==> config.mk <==
export PLATFORM = sky130hd
export DESIGN_NAME = multicycle_control_flat
export DESIGN_NICKNAME = d
export VERILOG_FILES = /design/src/rtl/multicycle_control_pkg.sv /design/src/rtl/multicycle_control_if.sv /design/src/rtl/multicycle_control_output_decode.sv /design/src/rtl/multicycle_control.sv /design/src/flat_wrapper.sv
export SDC_FILE = /design/constraint.sdc
export NUM_CORES = 1
export LEC_CHECK = 0
export CORE_MARGIN = 1
export CORE_UTILIZATION = 45
export CTS_CLUSTER_SIZE = 30
export DETAILED_ROUTE_END_ITERATION = 6
export GPL_ROUTABILITY_DRIVEN = 0
export PLACE_DENSITY_LB_ADDON = 0.12
export SYNTH_ARGS = -nofsm -noshare
export SYNTH_HDL_FRONTEND = slang
export SYNTH_SLANG_ARGS = --single-unit
==> constraint.sdc <==
create_clock -name clk -period 2.8 [get_ports clk]
set_clock_uncertainty 0.2 [all_clocks]
set_input_delay 0.56 -clock clk [delete_from_list [all_inputs] [get_ports clk]]
set_output_delay 0.56 -clock clk [all_outputs]
set_load 0.01 [all_outputs]
==> src/rtl/multicycle_control_pkg.sv <==
// -----------------------------------------------------------------------------
// mc_pkg
// Shared definitions for the multi-cycle MIPS control unit:
//   - state_t      : sequencing states of the control FSM
//   - OP_*         : 6-bit primary opcodes recognised by the decoder
//   - SRCB_*       : alu_src_b mux encodings
//   - PCSRC_*      : pc_source mux encodings
//   - ALUOP_*      : alu_op encodings (zero-extended to ALUOP_W at the top)
//   - LSZ_*        : load_size encodings
//   - ctrl_t       : bundle of per-state datapath controls
// -----------------------------------------------------------------------------
package mc_pkg;

  typedef enum logic [3:0] {
    S_IDLE      = 4'd0,
    S_FETCH     = 4'd1,
    S_DECODE    = 4'd2,
    S_MEM_ADDR  = 4'd3,
    S_MEM_READ  = 4'd4,
    S_MEM_WRITE = 4'd5,
    S_MEM_WB    = 4'd6,
    S_EXEC_R    = 4'd7,
    S_R_WB      = 4'd8,
    S_EXEC_I    = 4'd9,
    S_I_WB      = 4'd10,
    S_BRANCH    = 4'd11,
    S_JUMP      = 4'd12,
    S_ILLEGAL   = 4'd13
  } state_t;

  localparam logic [5:0] OP_RTYPE = 6'h00;
  localparam logic [5:0] OP_ADDI  = 6'h08;
  localparam logic [5:0] OP_LW    = 6'h23;
  localparam logic [5:0] OP_LH    = 6'h21;
  localparam logic [5:0] OP_LHU   = 6'h25;
  localparam logic [5:0] OP_SW    = 6'h2B;
  localparam logic [5:0] OP_BEQ   = 6'h04;
  localparam logic [5:0] OP_J     = 6'h02;

  localparam logic [1:0] SRCB_REG     = 2'b00;
  localparam logic [1:0] SRCB_FOUR    = 2'b01;
  localparam logic [1:0] SRCB_IMM     = 2'b10;
  localparam logic [1:0] SRCB_IMM_SH2 = 2'b11;

  localparam logic [1:0] PCSRC_ALU    = 2'b00;
  localparam logic [1:0] PCSRC_ALUOUT = 2'b01;
  localparam logic [1:0] PCSRC_JUMP   = 2'b10;

  localparam logic [1:0] ALUOP_ADD    = 2'd0;
  localparam logic [1:0] ALUOP_SUB    = 2'd1;
  localparam logic [1:0] ALUOP_FUNCT  = 2'd2;

  localparam logic [1:0] LSZ_WORD     = 2'b00;
  localparam logic [1:0] LSZ_HALF_S   = 2'b01;
  localparam logic [1:0] LSZ_HALF_U   = 2'b10;

  typedef struct packed {
    logic       pc_write;
    logic       pc_write_cond;
    logic       ir_write;
    logic       i_or_d;
    logic       mem_read;
    logic       mem_write;
    logic       mem_to_reg;
    logic       reg_dst;
    logic       reg_write;
    logic       alu_src_a;
    logic [1:0] alu_src_b;
    logic [1:0] pc_source;
    logic [1:0] alu_op;
    logic       illegal_op;
  } ctrl_t;

endpackage

==> src/rtl/multicycle_control_if.sv <==
// -----------------------------------------------------------------------------
// multicycle_control_if
// Bundle between the control unit and the shared datapath.
//   opcode, mem_ready           : datapath -> control
//   pc/ir/mem/reg/alu controls  : control -> datapath
//   load_size, illegal_op       : control -> datapath
//   instr_count                 : retired-instruction counter
// modport master = control unit side, modport slave = datapath side.
// Parameters must match those of the multicycle_control instance.
// -----------------------------------------------------------------------------
interface multicycle_control_if #(
  parameter int OPCODE_W = 6,
  parameter int ALUOP_W  = 2,
  parameter int CNT_W    = 32
);
  logic [OPCODE_W-1:0] opcode;
  logic                mem_ready;
  logic                pc_write;
  logic                pc_write_cond;
  logic                ir_write;
  logic                i_or_d;
  logic                mem_read;
  logic                mem_write;
  logic                mem_to_reg;
  logic                reg_dst;
  logic                reg_write;
  logic                alu_src_a;
  logic [1:0]          alu_src_b;
  logic [1:0]          pc_source;
  logic [ALUOP_W-1:0]  alu_op;
  logic [1:0]          load_size;
  logic                illegal_op;
  logic [CNT_W-1:0]    instr_count;

  modport master (
    input  opcode, mem_ready,
    output pc_write, pc_write_cond, ir_write, i_or_d, mem_read, mem_write,
           mem_to_reg, reg_dst, reg_write, alu_src_a, alu_src_b, pc_source,
           alu_op, load_size, illegal_op, instr_count
  );

  modport slave (
    output opcode, mem_ready,
    input  pc_write, pc_write_cond, ir_write, i_or_d, mem_read, mem_write,
           mem_to_reg, reg_dst, reg_write, alu_src_a, alu_src_b, pc_source,
           alu_op, load_size, illegal_op, instr_count
  );
endinterface

==> src/rtl/multicycle_control_output_decode.sv <==
// -----------------------------------------------------------------------------
// mc_output_decode
// Combinational per-state output table of the multi-cycle control unit.
//   i_state     : current FSM state
//   i_mem_ready : memory handshake (only used for FETCH ir_write/pc_write)
//   o_ctrl      : datapath control bundle
// Everything except the FETCH write enables depends only on the registered
// state, so those outputs are glitch-free relative to the clock edge.
// -----------------------------------------------------------------------------
module mc_output_decode
  import mc_pkg::*;
(
  input  state_t i_state,
  input  logic   i_mem_ready,
  output ctrl_t  o_ctrl
);

  // Default every control to 0 so each state only lists what it asserts.
  always_comb begin
    o_ctrl = '0;
    case (i_state)
      S_FETCH: begin
        o_ctrl.mem_read  = 1'b1;
        o_ctrl.alu_src_b = SRCB_FOUR;
        // IR and PC only update on the cycle the instruction word arrives.
        o_ctrl.ir_write  = i_mem_ready;
        o_ctrl.pc_write  = i_mem_ready;
      end
      S_DECODE: begin
        o_ctrl.alu_src_b = SRCB_IMM_SH2;
      end
      S_MEM_ADDR, S_EXEC_I: begin
        o_ctrl.alu_src_a = 1'b1;
        o_ctrl.alu_src_b = SRCB_IMM;
      end
      S_MEM_READ: begin
        o_ctrl.mem_read = 1'b1;
        o_ctrl.i_or_d   = 1'b1;
      end
      S_MEM_WRITE: begin
        o_ctrl.mem_write = 1'b1;
        o_ctrl.i_or_d    = 1'b1;
      end
      S_MEM_WB: begin
        o_ctrl.mem_to_reg = 1'b1;
        o_ctrl.reg_write  = 1'b1;
      end
      S_EXEC_R: begin
        o_ctrl.alu_src_a = 1'b1;
        o_ctrl.alu_op    = ALUOP_FUNCT;
      end
      S_R_WB: begin
        o_ctrl.reg_dst   = 1'b1;
        o_ctrl.reg_write = 1'b1;
      end
      S_I_WB: begin
        o_ctrl.reg_write = 1'b1;
      end
      S_BRANCH: begin
        o_ctrl.alu_src_a     = 1'b1;
        o_ctrl.alu_op        = ALUOP_SUB;
        o_ctrl.pc_write_cond = 1'b1;
        o_ctrl.pc_source     = PCSRC_ALUOUT;
      end
      S_JUMP: begin
        o_ctrl.pc_write  = 1'b1;
        o_ctrl.pc_source = PCSRC_JUMP;
      end
      S_ILLEGAL: begin
        o_ctrl.illegal_op = 1'b1;
      end
      default: begin
        o_ctrl = '0;
      end
    endcase
  end

endmodule

==> src/rtl/multicycle_control.sv <==
// -----------------------------------------------------------------------------
// multicycle_control
// Multi-cycle MIPS control unit: sequences fetch, decode, execute, memory and
// write-back, stalls on mem_ready, traps unsupported opcodes and counts
// retired instructions.
//   clk    : rising-edge clock
//   rst_n  : asynchronous active-low reset (returns to IDLE, all outputs 0)
//   io_bus : control-unit side of multicycle_control_if (opcode/mem_ready in,
//            datapath controls, load_size, illegal_op, instr_count out)
// -----------------------------------------------------------------------------
module multicycle_control
  import mc_pkg::*;
#(
  parameter int OPCODE_W = 6,
  parameter int ALUOP_W  = 2,
  parameter int CNT_W    = 32
) (
  input  logic                 clk,
  input  logic                 rst_n,
  multicycle_control_if.master io_bus
);

  state_t              r_state;
  state_t              w_next_state;
  logic [1:0]          r_load_size;
  logic [CNT_W-1:0]    r_instr_count;
  logic [OPCODE_W-1:0] w_opcode;
  logic                w_mem_ready;
  logic                w_retire;
  ctrl_t               w_ctrl;

  assign w_opcode    = io_bus.opcode;
  assign w_mem_ready = io_bus.mem_ready;

  // Full-width compare: any set bit above bit 5 prevents a match, which
  // routes the instruction to ILLEGAL.
  function automatic logic op_is(input logic [OPCODE_W-1:0] op,
                                 input logic [5:0]          code);
    return op == OPCODE_W'(code);
  endfunction

  // Next-state logic; memory states wait for the handshake.
  always_comb begin
    w_next_state = r_state;
    case (r_state)
      S_IDLE:   w_next_state = S_FETCH;
      S_FETCH:  if (w_mem_ready) w_next_state = S_DECODE;
      S_DECODE: begin
        if (op_is(w_opcode, OP_RTYPE))
          w_next_state = S_EXEC_R;
        else if (op_is(w_opcode, OP_ADDI))
          w_next_state = S_EXEC_I;
        else if (op_is(w_opcode, OP_LW) || op_is(w_opcode, OP_LH) ||
                 op_is(w_opcode, OP_LHU) || op_is(w_opcode, OP_SW))
          w_next_state = S_MEM_ADDR;
        else if (op_is(w_opcode, OP_BEQ))
          w_next_state = S_BRANCH;
        else if (op_is(w_opcode, OP_J))
          w_next_state = S_JUMP;
        else
          w_next_state = S_ILLEGAL;
      end
      // The IR still holds the opcode here, so it selects load vs store.
      S_MEM_ADDR:  w_next_state = op_is(w_opcode, OP_SW) ? S_MEM_WRITE : S_MEM_READ;
      S_MEM_READ:  if (w_mem_ready) w_next_state = S_MEM_WB;
      S_MEM_WRITE: if (w_mem_ready) w_next_state = S_FETCH;
      S_EXEC_R:    w_next_state = S_R_WB;
      S_EXEC_I:    w_next_state = S_I_WB;
      S_MEM_WB, S_R_WB, S_I_WB, S_BRANCH, S_JUMP, S_ILLEGAL:
                   w_next_state = S_FETCH;
      default:     w_next_state = S_IDLE;
    endcase
  end

  // An instruction retires on the edge leaving its final state; a store's
  // final state can stall, so it only retires on the ready cycle.
  always_comb begin
    w_retire = 1'b0;
    case (r_state)
      S_R_WB, S_I_WB, S_MEM_WB, S_BRANCH, S_JUMP: w_retire = 1'b1;
      S_MEM_WRITE: w_retire = w_mem_ready;
      default:     w_retire = 1'b0;
    endcase
  end

  // State register.
  always_ff @(posedge clk or negedge rst_n) begin
    if (!rst_n) r_state <= S_IDLE;
    else        r_state <= w_next_state;
  end

  // load_size is captured once per instruction in DECODE and held after.
  always_ff @(posedge clk or negedge rst_n) begin
    if (!rst_n) begin
      r_load_size <= LSZ_WORD;
    end else if (r_state == S_DECODE) begin
      if (op_is(w_opcode, OP_LH))       r_load_size <= LSZ_HALF_S;
      else if (op_is(w_opcode, OP_LHU)) r_load_size <= LSZ_HALF_U;
      else                              r_load_size <= LSZ_WORD;
    end
  end

  // Retired-instruction counter; wraps naturally at 2^CNT_W.
  always_ff @(posedge clk or negedge rst_n) begin
    if (!rst_n)        r_instr_count <= '0;
    else if (w_retire) r_instr_count <= r_instr_count + CNT_W'(1);
  end

  mc_output_decode u_output_decode (
    .i_state     (r_state),
    .i_mem_ready (w_mem_ready),
    .o_ctrl      (w_ctrl)
  );

  assign io_bus.pc_write      = w_ctrl.pc_write;
  assign io_bus.pc_write_cond = w_ctrl.pc_write_cond;
  assign io_bus.ir_write      = w_ctrl.ir_write;
  assign io_bus.i_or_d        = w_ctrl.i_or_d;
  assign io_bus.mem_read      = w_ctrl.mem_read;
  assign io_bus.mem_write     = w_ctrl.mem_write;
  assign io_bus.mem_to_reg    = w_ctrl.mem_to_reg;
  assign io_bus.reg_dst       = w_ctrl.reg_dst;
  assign io_bus.reg_write     = w_ctrl.reg_write;
  assign io_bus.alu_src_a     = w_ctrl.alu_src_a;
  assign io_bus.alu_src_b     = w_ctrl.alu_src_b;
  assign io_bus.pc_source     = w_ctrl.pc_source;
  assign io_bus.alu_op        = ALUOP_W'(w_ctrl.alu_op);
  assign io_bus.illegal_op    = w_ctrl.illegal_op;
  assign io_bus.load_size     = r_load_size;
  assign io_bus.instr_count   = r_instr_count;

endmodule

==> src/flat_wrapper.sv <==
// flat-port wrapper written by rule: the top's interface ports become plain ports
module multicycle_control_flat import mc_pkg::*;
#(
  parameter int OPCODE_W = 6,
  parameter int ALUOP_W  = 2,
  parameter int CNT_W    = 32
)
  (clk, rst_n, io_bus_opcode, io_bus_mem_ready, io_bus_pc_write, io_bus_pc_write_cond, io_bus_ir_write, io_bus_i_or_d, io_bus_mem_read, io_bus_mem_write, io_bus_mem_to_reg, io_bus_reg_dst, io_bus_reg_write, io_bus_alu_src_a, io_bus_alu_src_b, io_bus_pc_source, io_bus_alu_op, io_bus_load_size, io_bus_illegal_op, io_bus_instr_count);
  multicycle_control_if #(.OPCODE_W(OPCODE_W), .ALUOP_W(ALUOP_W), .CNT_W(CNT_W)) io_bus_i ();
  input  logic clk;
  input  logic rst_n;
  input wire logic [$bits(io_bus_i.opcode)-1:0] io_bus_opcode;
  input wire logic [$bits(io_bus_i.mem_ready)-1:0] io_bus_mem_ready;
  output wire logic [$bits(io_bus_i.pc_write)-1:0] io_bus_pc_write;
  output wire logic [$bits(io_bus_i.pc_write_cond)-1:0] io_bus_pc_write_cond;
  output wire logic [$bits(io_bus_i.ir_write)-1:0] io_bus_ir_write;
  output wire logic [$bits(io_bus_i.i_or_d)-1:0] io_bus_i_or_d;
  output wire logic [$bits(io_bus_i.mem_read)-1:0] io_bus_mem_read;
  output wire logic [$bits(io_bus_i.mem_write)-1:0] io_bus_mem_write;
  output wire logic [$bits(io_bus_i.mem_to_reg)-1:0] io_bus_mem_to_reg;
  output wire logic [$bits(io_bus_i.reg_dst)-1:0] io_bus_reg_dst;
  output wire logic [$bits(io_bus_i.reg_write)-1:0] io_bus_reg_write;
  output wire logic [$bits(io_bus_i.alu_src_a)-1:0] io_bus_alu_src_a;
  output wire logic [$bits(io_bus_i.alu_src_b)-1:0] io_bus_alu_src_b;
  output wire logic [$bits(io_bus_i.pc_source)-1:0] io_bus_pc_source;
  output wire logic [$bits(io_bus_i.alu_op)-1:0] io_bus_alu_op;
  output wire logic [$bits(io_bus_i.load_size)-1:0] io_bus_load_size;
  output wire logic [$bits(io_bus_i.illegal_op)-1:0] io_bus_illegal_op;
  output wire logic [$bits(io_bus_i.instr_count)-1:0] io_bus_instr_count;
  assign io_bus_i.opcode = io_bus_opcode;
  assign io_bus_i.mem_ready = io_bus_mem_ready;
  assign io_bus_pc_write = io_bus_i.pc_write;
  assign io_bus_pc_write_cond = io_bus_i.pc_write_cond;
  assign io_bus_ir_write = io_bus_i.ir_write;
  assign io_bus_i_or_d = io_bus_i.i_or_d;
  assign io_bus_mem_read = io_bus_i.mem_read;
  assign io_bus_mem_write = io_bus_i.mem_write;
  assign io_bus_mem_to_reg = io_bus_i.mem_to_reg;
  assign io_bus_reg_dst = io_bus_i.reg_dst;
  assign io_bus_reg_write = io_bus_i.reg_write;
  assign io_bus_alu_src_a = io_bus_i.alu_src_a;
  assign io_bus_alu_src_b = io_bus_i.alu_src_b;
  assign io_bus_pc_source = io_bus_i.pc_source;
  assign io_bus_alu_op = io_bus_i.alu_op;
  assign io_bus_load_size = io_bus_i.load_size;
  assign io_bus_illegal_op = io_bus_i.illegal_op;
  assign io_bus_instr_count = io_bus_i.instr_count;
  multicycle_control #(.OPCODE_W(OPCODE_W), .ALUOP_W(ALUOP_W), .CNT_W(CNT_W)) u_core (.clk(clk), .rst_n(rst_n), .io_bus(io_bus_i));
endmodule
==> results of run 1 <==
==> final cells by class <==
cell class | instances | area share (%)
clock buffer | 6 | 2.95
inverter | 5 | 0.671
timing repair buffer | 64 | 22.3
multi-input combinational | 156 | 37.8
tap | 52 | 2.33
sequential | 38 | 34.0
==> routing by layer <==
metal | share of wire (%) | up-vias | routed length (µm) | GRT usage (%)
met3 | 4.5 | 6 | 199 | 4.36
met4 | 1.1 | 0 | 50 | 5.33
met5 | 0 | - | 0 | 0
met1 | 51 | 826 | 2240 | 29.6
met2 | 44 | 48 | 1920 | 28.6
li1 | - | 865 | - | -
==> cells in the final DEF, fill, tap and decap left out, drive strengths merged, types with 2 or more instances in the layout <==
cell and n:
a2111oi 2, a21boi 2, a21oi 7, and3 5
and4 2, buf 6, clkbuf 6, clkdlybuf4s50 58
dfrtp 38, inv 5, nand2 16, nand2b 7
nand3 9, nand4 10, nor2 14, nor2b 3
nor3 13, nor3b 2, nor4 2, o21ai 4
o31ai 2, or3 3, or4 2, xnor2 22
xor2 11
==> kinds of logic (layout without fill, tap and decap cells) <==
group	count (synthesis)	after routing
buffers and inverters	12	75
XOR/XNOR	33	33
flip-flops	38	38
adder cells (fa/ha/maj)	1	1
AO/OA/AOI/OAI	29	29
AND/OR/NAND/NOR	91	91
multiplexers	2	2
==> metrics by stage <==
step / instances / hold slack [ps] / util (%) / setup slack, ps / total power [mW]
2_1_floorplan: 206 / 64.4 / - / 728 / 1.15
3_3_place_gp: 315 / 280 / 61.9 / 183 / 1.52
3_5_place_dp: 315 / 283 / 61.9 / 162 / 1.53
4_1_cts: 321 / 203 / 63.8 / 130 / 1.90
5_1_grt: 321 / 238 / 63.8 / 3.54 / 2.00
6_report: 321 / 165 / 63.8 / 131 / 1.88
==> flip-flops by register name, summed over array words and instances (netlist names) <==
register and cells:
u_core.io_bus.load_size 2, u_core.r_state 4, u_core.io_bus.instr_count 32
==> power by group <==
part / internal, mW / switching [mW] / total (mW) / leakage [nW]
registers: 0.620 / 0.100 / 0.720 / 0.501
logic: 0.424 / 0.377 / 0.801 / 0.629
clock network: 0.190 / 0.171 / 0.360 / 0.0431
==> worst max path at each step <==
stage,start,to,slack (ps)
after CTS,u_core.r_state[3],io_bus_pc_write,130
after global routing,u_core.r_state[1],io_bus_reg_write,4
after detailed placement,io_bus_mem_ready,io_bus_pc_write,160
after global placement,io_bus_mem_ready,io_bus_pc_write,180
final,u_core.r_state[1],io_bus_pc_write,130
after floorplan,u_core.r_state[3],io_bus_pc_write,730
==> flow_summary.ini, run 1 <==
[timing]
fmax_mhz = 375
post-route-min-period_ps = 2670
setup_viol = 0
rsz0062_at_grt = false
slew_headroom_pct = 46.0
final_hold_viol_count = 0
tightest_slew_ps = 809
final.setup.tns_ps = 0
slew_violations = 0
post-route-period-util_pct = 95.3

[place]
io_buffers = 59
place_hpwl_um = 3200
dpl_cell_area_um2 = 2710

[route]
dr_total_vias = 1745
first_pass_iters = 4
drtIter0Drc = 57
wirelength_um = 4400
antenna_left = 0
viasPerCell = 5.44
wire_per_inst_um = 13.7
post-route-drc-count = 0

[synth]
synth_compound_area_share_pct = 10.9
synth_cell_type_count = 50
synth_area_um2 = 2060
yosys_warnings = 0
synth_xor_area_share_pct = 14.0
synth_top_cell_area_share_pct = 46.1
synth_ff_type = dfrtp_1
synth_top_family_by_area = simple AND/OR/NAND/NOR gates
synth_top_cell_by_area = dfrtp_1
synth_simple_gate_area_share_pct = 24.7
synthAdderAreaFrac_pct = 0.607
ys_top_cells_by_area = dfrtp_1 (46%), xnor2_1 (9.4%), xor2_1 (4.7%), nand4_1 (3.0%), nor3_1 (2.9%)
yosysSeqAreaShare_pct = 46.1
synthesis.nets = 216
synth-async-reset-ratio_pct = 100
synth.most_common_cell = dfrtp_1
synth_common_cells = dfrtp_1 (38), xnor2_1 (22), nand2_1 (16)
syn-mean-instance-area_um2 = 10.0
synth_edf_count = 0
ys_seq_elements = 38
synthMuxAreaShare_pct = 1.03
syn_inst = 206

[critical_path]
r2r_start = u_core.r_state[1]
cp-end-kind = output pin
crit_chain = nor2b_1, and3_1, or2_2, clkdlybuf4s50_1
critPathSlowestCell = clkdlybuf4s50_1
reg2regPathDepth = 6
regToRegEndpoint = u_core.io_bus.instr_count[26]
path_delay_family = simple AND/OR/NAND/NOR gates
worst_setup_path_start_kind = register
cp.depth = 4
critPathMaxFanout = 10
crit_buf_inv = 1
r2r_slack_ps = 620
critPathArrivalTime_ps = 1910
critical-path-max-stage-delay_ps = 520
cp.required_ps = 2040
crit_type = register to output pin

[clock_network]
clk_latency_ps = 280
ctsResizeCount = 0
hold_buffers = 0
postCtsSetupRepairBufs = 0
cts-root-buf = clkbuf_8
cts-buffers-inserted = 5
clk_pin_slew_worst_paths_ps = 70
cts.sinks = 38
ctsHtreeMaxLevel = 2
cts_tree = done
cts_max_path_buffers = 2

[floorplan]
core_um2 = 4380
die_width_um = 69.7
num_rows = 24
start_util_pct = 47.0
dieHeight_um = 69.7
ios = 60
die-area_um2 = 4850

[final_layout]
antenna_cells = 0
num-nets-final = 280
drive_gt1_share_pct = 7.81
fin_area_um2 = 2800
multi_input_area_um2 = 1060
regArea_um2 = 951
fillers = 368
synthToLayoutAreaGrowth_pct = 35.7

[global_routing]
grt_first_pass_wirelength_um = 7700
grt_start_max_net_pins = 39
grt.overflow.total = 0
grt_pass1_vias = 1614
grt_usage_pct = 19.7
antenna_found_initial = 0

[pwr]
power_leakage_nw = 1.17
powerDensity_nw_per_um2 = 673
ir_drop_uv = 349

[run]
maxCapViolCount = 0

[hold_path]
hold_class = input port to asynchronous set/reset pin

[status]
status = finished clean
Power figures use the tool's default switching activity.
==> run 2: changes to the inputs <==
--- a/config.mk
+++ b/config.mk
@@ -6,11 +6,12 @@
 export NUM_CORES = 1
 export LEC_CHECK = 0
 export CORE_MARGIN = 1
-export CORE_UTILIZATION = 45
+export CORE_UTILIZATION = 51
 export CTS_CLUSTER_SIZE = 30
 export DETAILED_ROUTE_END_ITERATION = 6
 export GPL_ROUTABILITY_DRIVEN = 0
 export PLACE_DENSITY_LB_ADDON = 0.12
+export SETUP_SLACK_MARGIN = 0.2
 export SYNTH_ARGS = -nofsm -noshare
 export SYNTH_HDL_FRONTEND = slang
 export SYNTH_SLANG_ARGS = --single-unit
==> run 2 against run 1 <==
Combinational power grew 3.7%. Power grew 1.2%. Flip-flop and latch count is the same. Core utilization grew 11 points. Critical path depth is the same. Count of clock-buffer cells in the layout is the same. Global-route usage grew 3.3 points. Highest routed layer unchanged. Non-clock buffer count grew 2. Fmax grew 6.0%. Wire length grew 5.3%.
==> flow_summary.ini, run 2 (synthesis gave the netlist of run 1 again) <==
[critical_path]
crit_type = register to output pin
critPathArrivalTime_ps = 1760
cp-end-kind = output pin
cp.required_ps = 2040
critPathMaxFanout = 10
worst_setup_path_start_kind = register

[clock_network]
cts-buffers-inserted = 5
cts.sinks = 38
cts-root-buf = clkbuf_8
clk_pin_slew_worst_paths_ps = 70
cts_max_path_buffers = 2
cts_tree = done
ctsHtreeMaxLevel = 2
clk_latency_ps = 290

[final_layout]
num-nets-final = 282
layout.cells.most_common = clkdlybuf4s50_1
antenna_cells = 0
largest_reg_flops = 32
final_util_pct = 74.5
synthToLayoutAreaGrowth_pct = 36.2
drive_gt1_share_pct = 9.23
layout_common_cells = clkdlybuf4s50_1 (56), dfrtp_1 (37), xnor2_1 (22), nand2_1 (16), nor2_1 (13)

[route]
antenna_left = 0
wire_per_inst_um = 14.5
viasPerCell = 5.64
first_pass_iters = 4
drtIter0Drc = 101
dr_total_vias = 1800
post-route-drc-count = 0
wirelength_um = 4640

[place]
io_buffers = 59
place_hpwl_um = 3260

[floorplan]
die-area_um2 = 4300
die_width_um = 65.6
core_um2 = 3770
start_util_pct = 54.6
dieHeight_um = 65.6
num_rows = 22
ios = 60

[run]
maxCapViolCount = 0

[status]
status = finished clean

[timing]
tightest_slew_ps = 811
slew_headroom_pct = 45.9
setup_viol = 0
rsz0062_at_grt = false
final.setup.tns_ps = 0
fmax_mhz = 397
post-route-period-util_pct = 89.9
slew_violations = 0
post-route-min-period_ps = 2520
final_hold_viol_count = 0

[hold_path]
hold_class = input port to asynchronous set/reset pin

[global_routing]
grt_first_pass_wirelength_um = 7480
antenna_found_initial = 0
grt.overflow.total = 0
grt_pass1_vias = 1651
grt_start_max_net_pins = 39
grt_usage_pct = 23.0

[pwr]
power_leakage_nw = 1.19
ir_drop_uv = 468
powerDensity_nw_per_um2 = 678
==> run 2: stage by stage <==
| step | power, mW | std cells | hold WS [ps] | cell area, µm² | setup WS [ps] |
|---|---|---|---|---|---|
| global route | 2.01 | 319 | 242 | 2810 | 212 |
| CTS | 1.89 | 317 | 191 | 2790 | 222 |
| detailed placement | 1.53 | 311 | 273 | 2710 | 171 |
| floorplan | 1.15 | 206 | 64.4 | 2060 | 728 |
| global placement | 1.52 | 311 | 269 | 2710 | 181 |
| finish | 1.90 | 319 | 162 | 2810 | 282 |
==> run 2: final timing paths <==
kind                                                from                            end  slack (ps)  cells after the start
setup / recovery                       u_core.r_state[1]               io_bus_reg_write         280                      4
min in group clk           u_core.io_bus.instr_count[31]  u_core.io_bus.instr_count[31]         290                      1
hold / removal                                     rst_n   u_core.io_bus.instr_count[4]         160                      1
setup reg to reg                       u_core.r_state[3]  u_core.io_bus.instr_count[20]         720                      6
max in group asynchronous                          rst_n              u_core.r_state[1]        1670                      1
hold reg to reg            u_core.io_bus.instr_count[31]  u_core.io_bus.instr_count[31]         290                      1
==> run 2: critical path: stages (launching register included) <==
cell	delay, ps
dfrtp_2	410
buf_4	180
nand3b_1	150
a21oi_1	170
clkdlybuf4s50_1	560
==> run 2: final cells by class <==
class	count	area, µm²
repair buffers	66	636
clock buffers	6	82.6
flip-flops and latches	38	952
fillers	292	963
well taps	48	60.1
multi-input cells	156	1060
inverters	5	18.8
==> run 2: report_power, final <==
part / internal, mW / switching [mW] / total, mW
Clock: 0.190 / 0.175 / 0.365
Combinational: 0.428 / 0.403 / 0.831
Sequential: 0.622 / 0.0869 / 0.708
Total: 1.24 / 0.665 / 1.90
==> run 2: metal layers <==
metal,track usage (%),share of wire [%]
met1,31.0,46
met2,36.5,48
met3,3.65,4.3
met4,9.51,1.8
met5,0,0
==> run 2: what timing repair did <==
| item | 4_1_cts | 5_1_grt |
|---|---|---|
| resized for setup | 3 | 1 |
| setup endpoints to repair | 6 | 7 |
| buffers inserted | 0 | 2 |
| pin swaps | 0 | 0 |
| hold buffers | 0 | 0 |
==> run 3: changes to the inputs <==
--- a/config.mk
+++ b/config.mk
@@ -11,7 +11,6 @@
 export DETAILED_ROUTE_END_ITERATION = 6
 export GPL_ROUTABILITY_DRIVEN = 0
 export PLACE_DENSITY_LB_ADDON = 0.12
-export SETUP_SLACK_MARGIN = 0.2
 export SYNTH_ARGS = -nofsm -noshare
 export SYNTH_HDL_FRONTEND = slang
 export SYNTH_SLANG_ARGS = --single-unit
==> run 3 against run 2 <==
Non-clock buffer count down 2. Count of clock-buffer cells in the layout unchanged. Sequential power is 0.6% higher. Final cell count down 0.63%. Fmax is 5.2% lower. Critical path type unchanged. Highest routed layer unchanged.
==> flow_summary.ini, run 3 (synthesis gave the netlist of run 1 again) <==
[status]
status = finished clean

[critical_path]
crit_buf_inv = 2
cp.required_ps = 2040
r2r_slack_ps = 610
critPathMaxFanout = 10
crit_chain = buf_4, nand2_1, nor2_1, clkdlybuf4s50_1
crit_type = register to output pin
critPathArrivalTime_ps = 1900
critPathSlowestCell = clkdlybuf4s50_1
critical-path-max-stage-delay_ps = 590
worst_setup_path_start_kind = register
cp-end-kind = output pin
path_delay_family = buffers and inverters

[place]
pre_cts_ws_ps = 171
place_hpwl_um = 3260
io_buffers = 59

[clock_network]
cts-buffers-inserted = 5
postCtsSetupRepairBufs = 0
cts_tree = done
clk_latency_ps = 290
clk_pin_slew_worst_paths_ps = 70
ctsHtreeMaxLevel = 2
ctsResizeCount = 0
cts_max_path_buffers = 2
cts.sinks = 38
hold_buffers = 0
cts-root-buf = clkbuf_8

[timing]
final_hold_viol_count = 0
post-route-period-util_pct = 94.9
slew_headroom_pct = 45.9
final.setup.tns_ps = 0
setup_viol = 0
tightest_slew_ps = 811
fmax_mhz = 376
post-route-min-period_ps = 2660
rsz0062_at_grt = false
final.setup.worst_slack_ps = 143
slew_violations = 0

[global_routing]
antenna_found_initial = 0
grt_start_max_net_pins = 39
grt.overflow.total = 0
grt_pass1_vias = 1623
grt_first_pass_wirelength_um = 7310
grt_usage_pct = 22.4

[final_layout]
layout_common_cells = clkdlybuf4s50_1 (58), dfrtp_1 (38), xnor2_1 (22), nand2_1 (16), nor2_1 (14)
synthToLayoutAreaGrowth_pct = 35.5
drive_gt1_share_pct = 7.81
layout.cells.most_common = clkdlybuf4s50_1
final_util_pct = 74.0
largest_reg_flops = 32
num-nets-final = 280
antenna_cells = 0

[floorplan]
die_width_um = 65.6
die-area_um2 = 4300
ios = 60
dieHeight_um = 65.6
start_util_pct = 54.6
num_rows = 22
core_um2 = 3770

[pwr]
ir_drop_uv = 467
powerDensity_nw_per_um2 = 677
p_total_mw = 1.89
power_leakage_nw = 1.17

[route]
drtIter0Drc = 98
viasPerCell = 5.62
first_pass_iters = 4
antenna_left = 0
dr_total_vias = 1780
wirelength_um = 4540
wire_per_inst_um = 14.3
post-route-drc-count = 0

[hold_path]
hold_class = input port to asynchronous set/reset pin

[run]
maxCapViolCount = 0
## run 3: layout make-up
cell class / instances / area, µm²
Multi-Input combinational cell: 156 / 1060
Timing Repair Buffer: 64 / 623
Inverter: 5 / 18.8
Clock buffer: 6 / 82.6
Sequential cell: 38 / 951
Tap cell: 48 / 60.1
Fill cell: 294 / 980
## run 3: path summary, 6_finish.rpt
path / from / endpoint / cells after the start
min in group clk: u_core.io_bus.instr_count[31] / u_core.io_bus.instr_count[31] / 1
max in group asynchronous: rst_n / u_core.r_state[0] / 1
worst min register to register: u_core.io_bus.instr_count[31] / u_core.io_bus.instr_count[31] / 1
worst max register to register: u_core.r_state[1] / u_core.io_bus.instr_count[20] / 6
worst min-delay path: rst_n / u_core.io_bus.instr_count[4] / 1
worst max-delay path: u_core.r_state[1] / io_bus_pc_write_cond / 4
## run 3: layer usage
layer  track usage, %  wire length [µm]  vias up  share of wire, %
li1                 -                 -      864                 -
met1             30.5              2120      846                47
met2             35.2              2130       61                47
met3             3.65               207        9               4.6
met4             9.51                76        0               1.7
met5                0                 0        -                 0
## run 3: per-stage QoR
step / cell area [µm²] / std cells / hold slack [ps]
2_1_floorplan: 2060 / 206 / 64.4
3_3_place_gp: 2710 / 311 / 269
3_5_place_dp: 2710 / 311 / 273
4_1_cts: 2790 / 317 / 192
5_1_grt: 2790 / 317 / 235
6_report: 2790 / 317 / 161
## run 3: worst reg2reg max path, delay by kind of cell (launching register included)
kind                   cells  cell delay (ps)
flip-flops                 1              500
AO/OA/AOI/OAI              2              560
buffers and inverters      1              220
AND/OR/NAND/NOR            2              440
XOR/XNOR                   1              190
## run 3: power by group
group,switching [mW],internal (mW),total (mW),leakage (nW)
Clock,0.174,0.190,0.364,0.0431
Combinational,0.389,0.424,0.813,0.629
Sequential,0.0917,0.620,0.712,0.501
Total,0.655,1.23,1.89,1.17
